`config.mk`:
```
export PLATFORM = sky130hd
export DESIGN_NAME = fifo_wr_arbiter
export DESIGN_NICKNAME = d
export VERILOG_FILES = /design/src/rtl/fifo_wr_arbiter_pkg.sv /design/src/rtl/fifo_wr_arbiter_rr_pick.sv /design/src/rtl/fifo_wr_arbiter.sv
export SDC_FILE = /design/constraint.sdc
export NUM_CORES = 1
export LEC_CHECK = 0
export CORE_MARGIN = 5
export CORE_UTILIZATION = 36
export DETAILED_ROUTE_END_ITERATION = 10
export MAX_ROUTING_LAYER = met4
export PLACE_DENSITY_LB_ADDON = 0.05
export SETUP_SLACK_MARGIN = 0.05
export SYNTH_ARGS = -nofsm -noshare
export SYNTH_HDL_FRONTEND = slang
export SYNTH_SLANG_ARGS = --single-unit
```
`constraint.sdc`:
```
create_clock -name w_clk -period 3 [get_ports w_clk]
set_input_delay 0.75 -clock w_clk [delete_from_list [all_inputs] [get_ports w_clk]]
set_output_delay 0.75 -clock w_clk [all_outputs]
set_load 0.005 [all_outputs]
```
`src/rtl/fifo_wr_arbiter_pkg.sv`:
```
// Shared types and width helpers for the async FIFO write-side arbiter.
// Imported by the round-robin picker and the arbiter top.
package fifo_arb_pkg;

  typedef enum logic {
    IDLE = 1'b0,
    LOCK = 1'b1
  } arb_state_t;

  localparam int DEF_WIDTH     = 8;
  localparam int DEF_N_REQ     = 4;
  localparam int DEF_MAX_BEATS = 16;

  // Index width for a requester number; never narrower than one bit.
  function automatic int owner_w(input int n);
    return (n > 1) ? $clog2(n) : 1;
  endfunction

  // Beat counter must be able to hold MAX_BEATS itself.
  function automatic int cnt_w(input int m);
    return $clog2(m + 1);
  endfunction

endpackage

```
`src/rtl/fifo_wr_arbiter_rr_pick.sv`:
```
// Combinational round-robin picker: first set request bit at or above
// prio_ptr, wrapping modulo N_REQ.
module rr_pick
  import fifo_arb_pkg::*;
#(
  parameter int N_REQ = DEF_N_REQ,
  parameter int OW    = owner_w(N_REQ)
) (
  input  logic [N_REQ-1:0] req,
  input  logic [OW-1:0]    prio_ptr,
  output logic [OW-1:0]    winner,
  output logic             any_req
);

  logic found;
  int   idx;

  always_comb begin
    winner  = '0;
    any_req = |req;
    found   = 1'b0;
    idx     = 0;
    for (int i = 0; i < N_REQ; i++) begin
      idx = int'(prio_ptr) + i;
      if (idx >= N_REQ) idx = idx - N_REQ;
      if (!found && req[idx]) begin
        found  = 1'b1;
        winner = OW'(idx);
      end
    end
  end

endmodule

```
`src/rtl/fifo_wr_arbiter.sv`:
```
// Round-robin write-port arbiter with packet locking and a beat-count
// watchdog, feeding the async FIFO write side in the w_clk domain.
module fifo_wr_arbiter
  import fifo_arb_pkg::*;
#(
  parameter int WIDTH     = DEF_WIDTH,
  parameter int N_REQ     = DEF_N_REQ,
  parameter int MAX_BEATS = DEF_MAX_BEATS
) (
  input  logic                     w_clk,
  input  logic                     rst_n,
  input  logic [N_REQ-1:0]         req,
  input  logic [N_REQ*WIDTH-1:0]   req_data,
  input  logic [N_REQ-1:0]         req_last,
  output logic [N_REQ-1:0]         ack,
  input  logic                     full,
  output logic                     wr_rq,
  output logic [WIDTH-1:0]         wdata,
  output logic [$clog2(N_REQ)-1:0] owner,
  output logic                     busy,
  output logic                     err_overrun
);

  localparam int OW = owner_w(N_REQ);
  localparam int CW = cnt_w(MAX_BEATS);
  localparam logic [CW-1:0] LAST_CNT = CW'(MAX_BEATS - 1);
  localparam logic [OW-1:0] TOP_IDX  = OW'(N_REQ - 1);

  // Handshake: a beat transfers in any cycle where ack[k] is high; ack[k]
  // only rises for the lock owner k, while it asserts req[k] and full is low.
  // wr_rq mirrors that transfer so the FIFO never sees a write while full.

  arb_state_t    state;
  logic [OW-1:0] prio_ptr;
  logic [CW-1:0] beat_cnt;
  logic [OW-1:0] winner;
  logic          any_req;
  logic          accept;
  logic [OW-1:0] next_ptr;

  rr_pick #(
    .N_REQ (N_REQ),
    .OW    (OW)
  ) u_pick (
    .req      (req),
    .prio_ptr (prio_ptr),
    .winner   (winner),
    .any_req  (any_req)
  );

  assign accept   = (state == LOCK) && req[owner] && !full;
  assign next_ptr = (owner == TOP_IDX) ? '0 : owner + 1'b1;
  assign wr_rq    = accept;
  assign busy     = (state == LOCK);

  always_comb begin
    ack   = '0;
    wdata = '0;
    if (accept) begin
      ack[owner] = 1'b1;
      wdata      = req_data[int'(owner)*WIDTH +: WIDTH];
    end
  end

  always_ff @(posedge w_clk or negedge rst_n) begin
    if (!rst_n) begin
      state       <= IDLE;
      owner       <= '0;
      prio_ptr    <= '0;
      beat_cnt    <= '0;
      err_overrun <= 1'b0;
    end else begin
      err_overrun <= 1'b0;
      case (state)
        IDLE: begin
          if (any_req) begin
            owner    <= winner;
            state    <= LOCK;
            beat_cnt <= '0;
          end
        end
        LOCK: begin
          if (accept) begin
            if (req_last[owner]) begin
              state    <= IDLE;
              prio_ptr <= next_ptr;
              beat_cnt <= '0;
            end else if (beat_cnt == LAST_CNT) begin
              // Packet ran past the watchdog limit: force the port free.
              state       <= IDLE;
              prio_ptr    <= next_ptr;
              beat_cnt    <= '0;
              err_overrun <= 1'b1;
            end else begin
              beat_cnt <= beat_cnt + 1'b1;
            end
          end
        end
        default: state <= IDLE;
      endcase
    end
  end

endmodule

```
Yosys cells after proc, flatten, opt, wreduce, memory -nomap -nowiden
Index checks and enable logic that the tools add are counted.
W data, S select, Z words.

word-level totals
  bits of input ports = 43
  output and inout port bits = 17
  flip-flop bits (word level) = 11

operators by class
  magnitude comparators = 10
  equality and inequality tests = 4
  bitwise gates (word level) = 1
  muxes and demuxes = 48
  $add $sub $neg = 9
  shifts and indexed selects = 1
  reductions and logical operators = 15

operators with widths
  cell                     count
  $lt A32 B4 Y1 const B    4
  $mux W32                 4
  $ge A32 B4 Y1 const B    3
  $sub A32 B4 Y32 const B  3
  $shiftx A32 B6 Y8        1
  $mux W1                  22
  $mux W5                  4
  $mux W2                  7
  $bmux W1 S2              6
  $pmux W5 S2              1
  $mux W8                  1
  $add A2 B2 Y3 const B    2
  $logic_and A1 B1 Y1      6
  $add A5 B1 Y5 const B    1
  $eq A5 B4 Y1 const B     1
  $logic_not A1 Y1         4
  $mux W4                  1
  $ne A2 B2 Y1 const B     2
  $reduce_and A2 Y1        2
  $reduce_or A4 Y1         1
  $sub A2 B3 Y4 const B    1
  $add A2 B1 Y3 const B    1
  $ge A2 B3 Y1 const B     1
  $lt A2 B3 Y1 const B     1
  other kinds (8)          8

Logic depth before layout (Yosys ltp)
Gate-level depths: netlist of the first run.

  depth in word-level cells = 15
  depth in mapped cells = 5
  depth with buffers taken out = 5

By module
From an unflattened synthesis of the first run, not the netlist that was laid out.

unflattened totals
  cell total of the unflattened synthesis = 94
  area total of the unflattened synthesis = 1006.0 um^2

by module, submodules not included
  module           area each (um^2)  seq. area each (um^2)  times used  cells an instance
  fifo_wr_arbiter  928.4             275.3                  1           79
  rr_pick          77.6              0.0                    1           15

Least setup slack after synthesis of the first run
Ideal clock, no wire load.

  path kind = in2out
  start = input req[3]
  end = output ack[1]
  stages on the path = 3
  arrival time = 1.642 ns
  buffers on the path = 1
  slack = 0.608 ns
  cells stage by stage = mux4_2 clkbuf_1 and3_1

between the ends
  cells in the longest elaborated chain, start to end = 5

RTL lines
  item                               RTL line               source
  start: declaration                 fifo_wr_arbiter.sv:12  input logic [N_REQ-1:0] req,
  $bmux W1 S2                        fifo_wr_arbiter.sv:51  assign accept = (state == LOCK) && req[owner] && !full;
  $mux W1 (not written as such)      fifo_wr_arbiter.sv:51
  $logic_and A1 B1 Y1 (2 in series)  fifo_wr_arbiter.sv:51
  $mux W4                            fifo_wr_arbiter.sv:59  if (accept) begin
  end: declaration                   fifo_wr_arbiter.sv:15  output logic [N_REQ-1:0] ack,

No other way between the ends. The select of a mux whose other input is x is not followed.

Final worst setup path of the first run
  start = input req[1]
  end = output ack[0]

The elaborated chain is that of the path after synthesis.

==> results.cfg, run 1 <==
[synthesis]
synth_seq_area_share = 0.284
synthesis.area_um2 = 971
synth.avg_cell_area_um2 = 11.3
synthFlopType = dfrtp_1
synth.distinct_cells = 34
syn-num-nets = 134
synth_edf_count = 0
async_reset_ff_frac = 1.00
synth_seq_cells = 11
yosys_warnings = 0
synth_cells = 86

[setup_path]
worstSetupPathType = in2out
critPathCaptureType = primary output
critPathMaxStageDelay_ns = 0.52
cp_max_fo = 5
cp.required_ns = 2.25
arrival_ns = 2.16
worstPathCellList = dlygate4sd2_1 -> mux4_2 -> and3_4 -> clkdlybuf4s50_1
cp-start-kind = input port
slowest_stage = mux4_2

[timing]
finalSetupViolCount = 0
maxSlewViolCount = 0
fin_tns_setup_ns = 0
max_freq_mhz = 344
rsz0062_at_grt = false
finalClockSkew_ns = 0.00629
fin_crit_ns = 2.91
max_slew_margin = 0.686
tightest_slew_ns = 0.470
hold_viol_final = 0
period_share = 0.969

[die]
dieHeight_um = 61.9
rows = 18
dieArea_mm2 = 0.00384
core_area_mm2 = 0.00252
start_util = 0.385
die-width_um = 61.9
ios = 60

[global_route]
grt_max_degree = 15
grt_pass1_wl_mm = 5.07
antenna_found_initial = 0
overflow = 0
grt_pass1_vias = 1064
gr-usage-all-layers = 0.189

[place]
port_buffers = 59
dp_hpwl_mm = 2.53
gp_congestion = 0.821

[worst_hold_path]
hp-class = reg2reg

[routing]
postRouteAntennaNets = 0
initialDrtViolationCount = 60
detail_route.first_pass.iterations = 4
vias_per_cell = 5.55
vias = 1060
avgRoutedWirePerCell_um = 17.8
drcViolationCount = 0
drt_wl_total_mm = 3.41

[clock_tree]
cts.clk_slew.worst_paths_ns = 0.07
clock_sinks = 11
htreeDepth = 1
cts_hold_buf = 0
clk_latency_ns = 0.27
cts_made_buffers = 3
cts_tree = built
cts_root_buf = clkbuf_4
cts_buffer_depth = 2

[power_and_ir_drop]
total_power_w = 0.00110
p_leak_nw = 0.825
irDropWorstVdd_mv = 0.525
power_density_mw_per_mm2 = 631

[run_status]
status = completed

[job]
max-cap-violations = 0

[layout]
n_antenna_cell = 0
area_delta_synth_final_pct = 79.1
layout-drive-gt1-share = 0.273
final_nets = 210
-- report_power, final --
group          switching, W  internal (W)
registers         0.0000691      0.000193
clock network     0.0000523     0.0000494
logic              0.000290      0.000444
total              0.000411      0.000686
-- cell usage in the layout (no fill, tap or decap), types with 2 or more instances in the layout --
cell type,netlist,layout
clkdlybuf4s50_1,0,43
buf_4,0,15
dlygate4sd2_1,0,12
mux4_2,10,11
dfrtp_1,11,11
and3_1,12,9
nor2_1,5,5
ha_1,5,5
inv_1,4,4
and3_4,0,3
mux2_2,3,3
o21ai_0,3,3
clkbuf_4,0,3
nand3_1,2,2
nor4_1,2,2
nor3_1,2,2
mux2i_1,2,2
nand2_1,2,2
clkbuf_2,0,2
-- critical path: cells and delay by family --
kind	cells	cell delay, ns
buf+inv	2	0.71
mux	1	0.52
simple gates	1	0.17
-- synthesized netlist by cell type, drive strengths merged, types with 2 or more instances --
cell | number | area, µm²
mux2 | 3 | 33.8
nand2 | 2 | 7.51
nor2 | 5 | 18.8
nor3 | 2 | 10.0
ha | 5 | 62.6
nand2b | 2 | 20.0
mux4 | 10 | 225
and3 | 12 | 75.1
inv | 4 | 15.0
clkbuf | 2 | 7.51
buf | 2 | 10.0
o21ai | 4 | 23.8
nand3 | 2 | 10.0
dfrtp | 11 | 275
mux2i | 2 | 20.0
nor4 | 2 | 12.5
-- logic make-up (layout without fill, tap and decap cells) --
kind of cell / after synthesis / after routing / synth area share
AO/OA/AOI/OAI: 14 / 14 / 0.125
adder cells (fa/ha/maj): 5 / 5 / 0.0644
buffers and inverters: 8 / 82 / 0.0335
flip-flops: 11 / 11 / 0.284
multiplexers: 15 / 16 / 0.287
AND/OR/NAND/NOR: 33 / 33 / 0.206
-- per-stage QoR --
step	setup slack [ns]	hold WS, ns	utilization	std cells	area (µm²)
floorplan	0.608	0.454	-	86	971
global placement	-0.223	0.477	0.654	180	1650
detailed placement	-0.256	0.481	0.654	180	1650
CTS	0.0390	0.508	0.683	188	1720
global route	0.0573	0.522	0.689	191	1740
finish	0.0936	0.496	0.689	191	1740
-- state kept, by name, indices dropped and copies added (netlist names) --
register and flops:
err_overrun 1, beat_cnt 5, busy 1, owner 2
prio_ptr 2
-- layout make-up --
cell class	count	area [µm²]
sequential	11	275
multi-input combinational	68	703
clock buffer	3	22.5
tap	30	37.5
inverter	4	15.0
timing repair buffer	74	681
fill	221	783
clock inverter	1	5.00
-- routing by layer --
metal	global-route usage	routed length [µm]	part of all wire
met3	0.0475	392	0.11
met5	-	0	0
met1	0.224	1410	0.41
met2	0.315	1540	0.45
met4	0.0576	63	0.018
-- path summary, 6_finish.rpt --
path / end / depth (start not counted) / slack [ns] / startpoint
min in group asynchronous: beat_cnt[0] / 1 / 0.80 / rst_n
min: beat_cnt[4] / 1 / 0.50 / beat_cnt[4]
min reg2reg: beat_cnt[4] / 1 / 0.50 / beat_cnt[4]
max: ack[0] / 4 / 0.09 / req[1]
max reg2reg: prio_ptr[0] / 4 / 0.95 / owner[0]
max in group asynchronous: err_overrun / 1 / 1.88 / rst_n
-- what timing repair did --
action,4_1_cts,5_1_grt
gates resized for setup,22,5
endpoints found under the setup margin,13,5
buffers inserted,3,3
gates cloned,1,0
pin swaps,2,0
No activity file was read; power rests on OpenSTA's default activity.
==> run 2, diff against run 1 <==
--- a/config.mk
+++ b/config.mk
@@ -5,9 +5,11 @@
 export SDC_FILE = /design/constraint.sdc
 export NUM_CORES = 1
 export LEC_CHECK = 0
+export CAP_MARGIN = 5
 export CORE_MARGIN = 5
 export CORE_UTILIZATION = 36
 export DETAILED_ROUTE_END_ITERATION = 10
+export GPL_TIMING_DRIVEN = 0
 export MAX_ROUTING_LAYER = met4
 export PLACE_DENSITY_LB_ADDON = 0.05
 export SETUP_SLACK_MARGIN = 0.05
==> run 2 against run 1 <==
Effect of this change:
- die area did not move
- fmax fell by 0.21%
- first-iteration DRC count fell by 28%
- non-clock buffer count fell by 10
- register-to-register slack improved by 0.10 ns
- setup slack got worse by 0.0062 ns
- total power fell by 6.3%
- largest cell class unchanged
==> results.cfg, run 2 (synthesis results as in run 1) <==
[global_route]
met1_usage = 0.193
grt_pass1_vias = 967
grt_max_degree = 12
grt_pass1_wl_mm = 4.57
overflow = 0
gr-usage-all-layers = 0.169
grt_use_met2 = 0.290
busiest_layer = met2
use_met3 = 0.0413
antenna_found_initial = 0

[setup_path]
cp-start-kind = input port
critPathMaxStageDelay_ns = 0.53
critPathCaptureType = primary output
worstPathCellList = dlygate4sd2_1 -> mux4_2 -> buf_6 -> and3_1 -> dlygate4sd2_1
cp_max_fo = 5
crit_cells = 5
arrival_ns = 2.16
slowest_stage = mux4_2
worstSetupPathType = in2out
cp.required_ns = 2.25
worstSetupStartpoint = req[2]
reg2regPathDepth = 5
reg2reg_from = owner[0]
crit_buf_inv = 3
r2r_end = prio_ptr[1]
cp_top_family = buffers and inverters
r2r_setup_slack_ns = 1.05
crit_end = ack[3]
crit_top_cell = dlygate4sd2_1

[timing]
hold_viol_final = 0
holdWs_ns = 0.509
finalSetupViolCount = 0
fin_crit_ns = 2.91
tightest_slew_ns = 0.705
max_freq_mhz = 343
rsz0062_at_grt = true
period_share = 0.971
maxSlewViolCount = 0
max_slew_margin = 0.525
finalClockSkew_ns = 0.00467

[die]
core_area_mm2 = 0.00252
dieHeight_um = 61.9
start_util = 0.385
dieArea_mm2 = 0.00384
ios = 60
rows = 18
die-width_um = 61.9

[routing]
vias = 958
postRouteAntennaNets = 0
drcViolationCount = 0
detail_route.first_pass.iterations = 4
avgRoutedWirePerCell_um = 16.5
drt_wl_total_mm = 2.97
vias_per_cell = 5.32
initialDrtViolationCount = 43

[place]
gp_congestion = 0.756
dp_hpwl_mm = 2.45
dp_cells = 175
port_buffers = 59

[layout]
final_nets = 199
stdcell_count = 180
n_fill_cell = 235
n_antenna_cell = 0
reg.largest.list = beat_cnt: 5 flops, owner: 2 flops, prio_ptr: 2 flops
largest-register = beat_cnt
largest_reg_flops = 5
final_util = 0.649
final_common_cell = clkdlybuf4s50_1
layout-drive-gt1-share = 0.193
area_delta_synth_final_pct = 68.7
most-common-layout-cells = clkdlybuf4s50_1, dlygate4sd2_1, and3_1, dfrtp_1, mux4_2

[clock_tree]
htreeDepth = 1
clk_latency_ns = 0.27
cts_tree = built
cts_root_buf = clkbuf_4
cts_buffer_depth = 2
cts_hold_buf = 0
cts.clk_slew.worst_paths_ns = 0.07
cts_made_buffers = 3
clock_sinks = 11

[power_and_ir_drop]
p_leak_nw = 0.771
total_power_w = 0.00103
power_density_mw_per_mm2 = 628
irDropWorstVdd_mv = 0.459

[run_status]
status = completed

[job]
max-cap-violations = 0

[worst_hold_path]
hp-class = reg2reg
## run 2: changes by cell type in the layout (fill, tap and decap cells not counted), moves of 2 or more
cell,before,now
and3_4,3,0
dlygate4sd2_1,12,16
buf_4,15,1
and3_1,9,12
clkbuf_2,2,0
## run 2: power breakdown
part / internal [W] / switching (W)
clock network: 0.0000494 / 0.0000509
logic: 0.000401 / 0.000267
registers: 0.000193 / 0.0000669
## run 2: worst min path at each step
| stage | from | endpoint | slack, ns | depth (start not counted) |
|---|---|---|---|---|
| 6_report | beat_cnt[4] | beat_cnt[4] | 0.51 | 1 |
| 2_1_floorplan | rst_n | beat_cnt[0] | 0.45 | 0 |
| 3_3_place_gp | beat_cnt[4] | beat_cnt[4] | 0.48 | 1 |
| 4_1_cts | beat_cnt[4] | beat_cnt[4] | 0.51 | 1 |
| 3_5_place_dp | beat_cnt[4] | beat_cnt[4] | 0.49 | 1 |
| 5_1_grt | beat_cnt[4] | beat_cnt[4] | 0.55 | 1 |
## run 2: worst reg2reg max path, cell delays in order (launching register included)
cell	delay (ns)
dfrtp_1	0.49
mux4_2	0.60
buf_6	0.16
and2_4	0.16
o21ai_2	0.08
mux2_2	0.35
## run 2: final cells by class
class / count / area [µm²] / share of cell area
buffer: 4 / 35.0 / 0.0214
clock buffer: 3 / 22.5 / 0.0138
clock inverter: 1 / 5.00 / 0.00306
inverter: 4 / 15.0 / 0.00917
multi-input combinational: 67 / 664 / 0.406
sequential: 11 / 275 / 0.168
tap: 30 / 37.5 / 0.0229
timing repair buffer: 60 / 583 / 0.356
## run 2: layer usage
| layer | part of all wire | vias up |
|---|---|---|
| met5 | 0 | - |
| met1 | 0.42 | 446 |
| met2 | 0.45 | 44 |
| li1 | - | 464 |
| met3 | 0.12 | 4 |
| met4 | 0.010 | 0 |
## run 2: per-stage QoR
stage / setup TNS, ns / setup slack [ns] / cell area [µm²]
global placement: -5.31 / -0.477 / 1600
CTS: 0 / 0.0801 / 1630
global route: 0 / 0.0389 / 1640
detailed placement: -5.61 / -0.502 / 1600
floorplan: 0 / 0.608 / 971
finish: 0 / 0.0875 / 1640
## run 2: timing repair
| action | in CTS | in global routing |
|---|---|---|
| gates resized for setup | 26 | 2 |
| endpoints found under the setup margin | 13 | 3 |
| gates cloned | 0 | 0 |
| buffers inserted | 1 | 0 |
==> run 3, diff against run 2 <==
--- a/config.mk
+++ b/config.mk
@@ -6,8 +6,7 @@
 export NUM_CORES = 1
 export LEC_CHECK = 0
 export CAP_MARGIN = 5
-export CORE_MARGIN = 5
-export CORE_UTILIZATION = 36
+export CORE_UTILIZATION = 40
 export DETAILED_ROUTE_END_ITERATION = 10
 export GPL_TIMING_DRIVEN = 0
 export MAX_ROUTING_LAYER = met4
@@ -15,4 +14,5 @@
 export SETUP_SLACK_MARGIN = 0.05
 export SYNTH_ARGS = -nofsm -noshare
 export SYNTH_HDL_FRONTEND = slang
+export SYNTH_HIERARCHICAL = 1
 export SYNTH_SLANG_ARGS = --single-unit
==> run 3 against run 2 <==
Effect of this change:
- total power increased by 5.3%
- sequential power about the same
- via count increased by 10%
- clock-buffer cell count unchanged
- setup slack improved by 0.070 ns
- fmax increased by 2.5%
- first-iteration DRC count decreased by 49%
- non-clock buffer count increased by 1
- critical path depth unchanged
- critical path type unchanged
- highest routed layer unchanged
- combinational power increased by 7.9%
==> results.cfg, run 3 <==
[job]
max-cap-violations = 0

[timing]
finalClockSkew_ns = 0.00609
tightest_slew_ns = 0.533
hold_viol_final = 0
fin_crit_ns = 2.84
maxSlewViolCount = 0
max_freq_mhz = 352
max_slew_margin = 0.644
finalSetupViolCount = 0
period_share = 0.947
worst_slack_ns = 0.158
rsz0062_at_grt = false

[routing]
postRouteAntennaNets = 0
top_layer_used = met4
initialDrtViolationCount = 22
wl_met1_mm = 1.30
drt_wl_total_mm = 3.23
detail_route.first_pass.iterations = 4
route.met3.wl_um = 264
vias_per_cell = 5.64
drcViolationCount = 0
vias = 1054
met2_length_mm = 1.60
avgRoutedWirePerCell_um = 17.3

[layout]
largest_reg_flops = 5
largest-register = beat_cnt
final_nets = 208
area_delta_synth_final_pct = 65.4
layout-drive-gt1-share = 0.220
final_common_cell = clkdlybuf4s50_1
multi_input_area_um2 = 677
stdcell_count = 187
n_antenna_cell = 0
most-common-layout-cells = clkdlybuf4s50_1, and3_1, dlygate4sd2_1, mux4_2, dfrtp_1
n_fill_cell = 188
register_area_um2 = 277
reg.largest.list = beat_cnt: 5 flops, owner: 2 flops, prio_ptr: 2 flops
fin_area_mm2 = 0.00166

[synthesis]
synth_compound_area_frac = 0.138
synth.distinct_cells = 33
yosys.area_share.simple = 0.195
synth_top_area_frac = 0.274
synth_top_family_by_area = multiplexers
synthesis.area_mm2 = 0.00101
synth_area_leader_cell = dfrtp_1
synth_area_leaders = dfrtp_1, mux4_2, and3_1, ha_1, mux2_4
synth_common_cells = and3_1, dfrtp_1, mux4_2
synth.area.mux_share = 0.276
synth_fa_ha_area_frac = 0.0622
async_reset_ff_frac = 1.00
yosys.area_share.xor_xnor = 0
yosys_warnings = 6
synthFlopType = dfrtp_1
syn-num-nets = 142
synth_seq_area_share = 0.274
synth_seq_cells = 11
synth.avg_cell_area_um2 = 10.7
synth_cells = 94
synth_edf_count = 0
synth.most_common_cell = and3_1

[setup_path]
r2r_end = prio_ptr[0]
reg2regPathDepth = 6
cp-start-kind = input port
arrival_ns = 2.09
reg2reg_from = owner[0]
cp.required_ns = 2.25
r2r_setup_slack_ns = 1.14
worstSetupPathType = in2out
worstSetupStartpoint = full
critPathCaptureType = primary output
cp_max_fo = 10

[place]
placed_area_mm2 = 0.00163
gp_congestion = 0.793
dp_hpwl_mm = 2.48
pre_cts_ws_ns = -0.474
port_buffers = 59
dp_cells = 181

[clock_tree]
cts_root_buf = clkbuf_4
cts_hold_buf = 0
cts_tree = built
cts_made_buffers = 3
cts.clk_slew.worst_paths_ns = 0.07
clock_sinks = 11
htreeDepth = 1
cts_buffer_depth = 2
clk_latency_ns = 0.28

[die]
rows = 17
start_util = 0.438
ios = 60
dieHeight_um = 52.2
dieArea_mm2 = 0.00272
core_area_mm2 = 0.00230
die-width_um = 52.2

[global_route]
grt_pass1_wl_mm = 5.09
gr-usage-all-layers = 0.267
antenna_found_initial = 0
grt_max_degree = 12
overflow = 0
grt_pass1_vias = 1065

[power_and_ir_drop]
power_density_mw_per_mm2 = 650
irDropWorstVdd_mv = 0.463
p_leak_nw = 0.799

[run_status]
status = completed

[worst_hold_path]
min_from = beat_cnt[0]
holdPathEnd = beat_cnt[0]
holdPathStages = 1
hp-class = reg2reg
## run 3: final cells by class
| class | count | share of cell area |
|---|---|---|
| tap | 28 | 0.0211 |
| inverter | 9 | 0.0233 |
| clock buffer | 3 | 0.0135 |
| buffer | 4 | 0.0203 |
| sequential | 11 | 0.166 |
| multi-input combinational | 70 | 0.407 |
| clock inverter | 1 | 0.00301 |
| timing repair buffer | 61 | 0.346 |
## run 3: what timing repair did
action | in CTS | in global routing
gates resized for setup | 30 | 7
setup endpoints to repair | 13 | 4
buffers inserted | 2 | 0
## run 3: worst max-delay path by stage
stage          endpoint  slack, ns  cells past startpoint
5_1_grt        wdata[3]        0.1                      4
6_report         ack[1]       0.16                      5
3_3_place_gp     ack[1]      -0.45                      5
4_1_cts           wr_rq     -0.004                      6
3_5_place_dp     ack[1]      -0.47                      5
2_1_floorplan    ack[1]       0.61                      3
## run 3: routing by layer
metal / GRT usage / vias to the layer above
met5: - / -
met4: 0.0921 / 0
li1: - / 487
met1: 0.313 / 512
met2: 0.442 / 47
met3: 0.0702 / 8
## run 3: where the power goes
| group | internal [W] | leakage, nW | switching (W) |
|---|---|---|---|
| logic | 0.000423 | 0.642 | 0.000298 |
| registers | 0.000193 | 0.139 | 0.0000652 |
| clock network | 0.0000495 | 0.0177 | 0.0000535 |
## run 3: metrics by stage
step | hold slack [ns] | utilization | total power (W) | TNS [ns]
5_1_grt | 0.557 | 0.724 | 0.00116 | 0
3_5_place_dp | 0.505 | 0.710 | 0.000956 | -5.06
3_3_place_gp | 0.498 | 0.710 | 0.000933 | -4.72
6_report | 0.527 | 0.724 | 0.00108 | 0
4_1_cts | 0.523 | 0.731 | 0.00107 | -0.00363
2_1_floorplan | 0.454 | - | 0.000677 | 0
## run 3: cells by family after synthesis
group | count (synthesis)
buffers and inverters | 13
muxes | 14
and+or+nand+nor | 32
DFF | 11
adders and majority gates | 5
AOI/OAI and AO/OA | 19
## run 3: critical path, stage by stage
cell and delay (ns):
clkdlybuf4s50_1 0.46, and2b_2 0.26, clkbuf_4 0.18, and3_1 0.16, dlygate4sd2_1 0.28
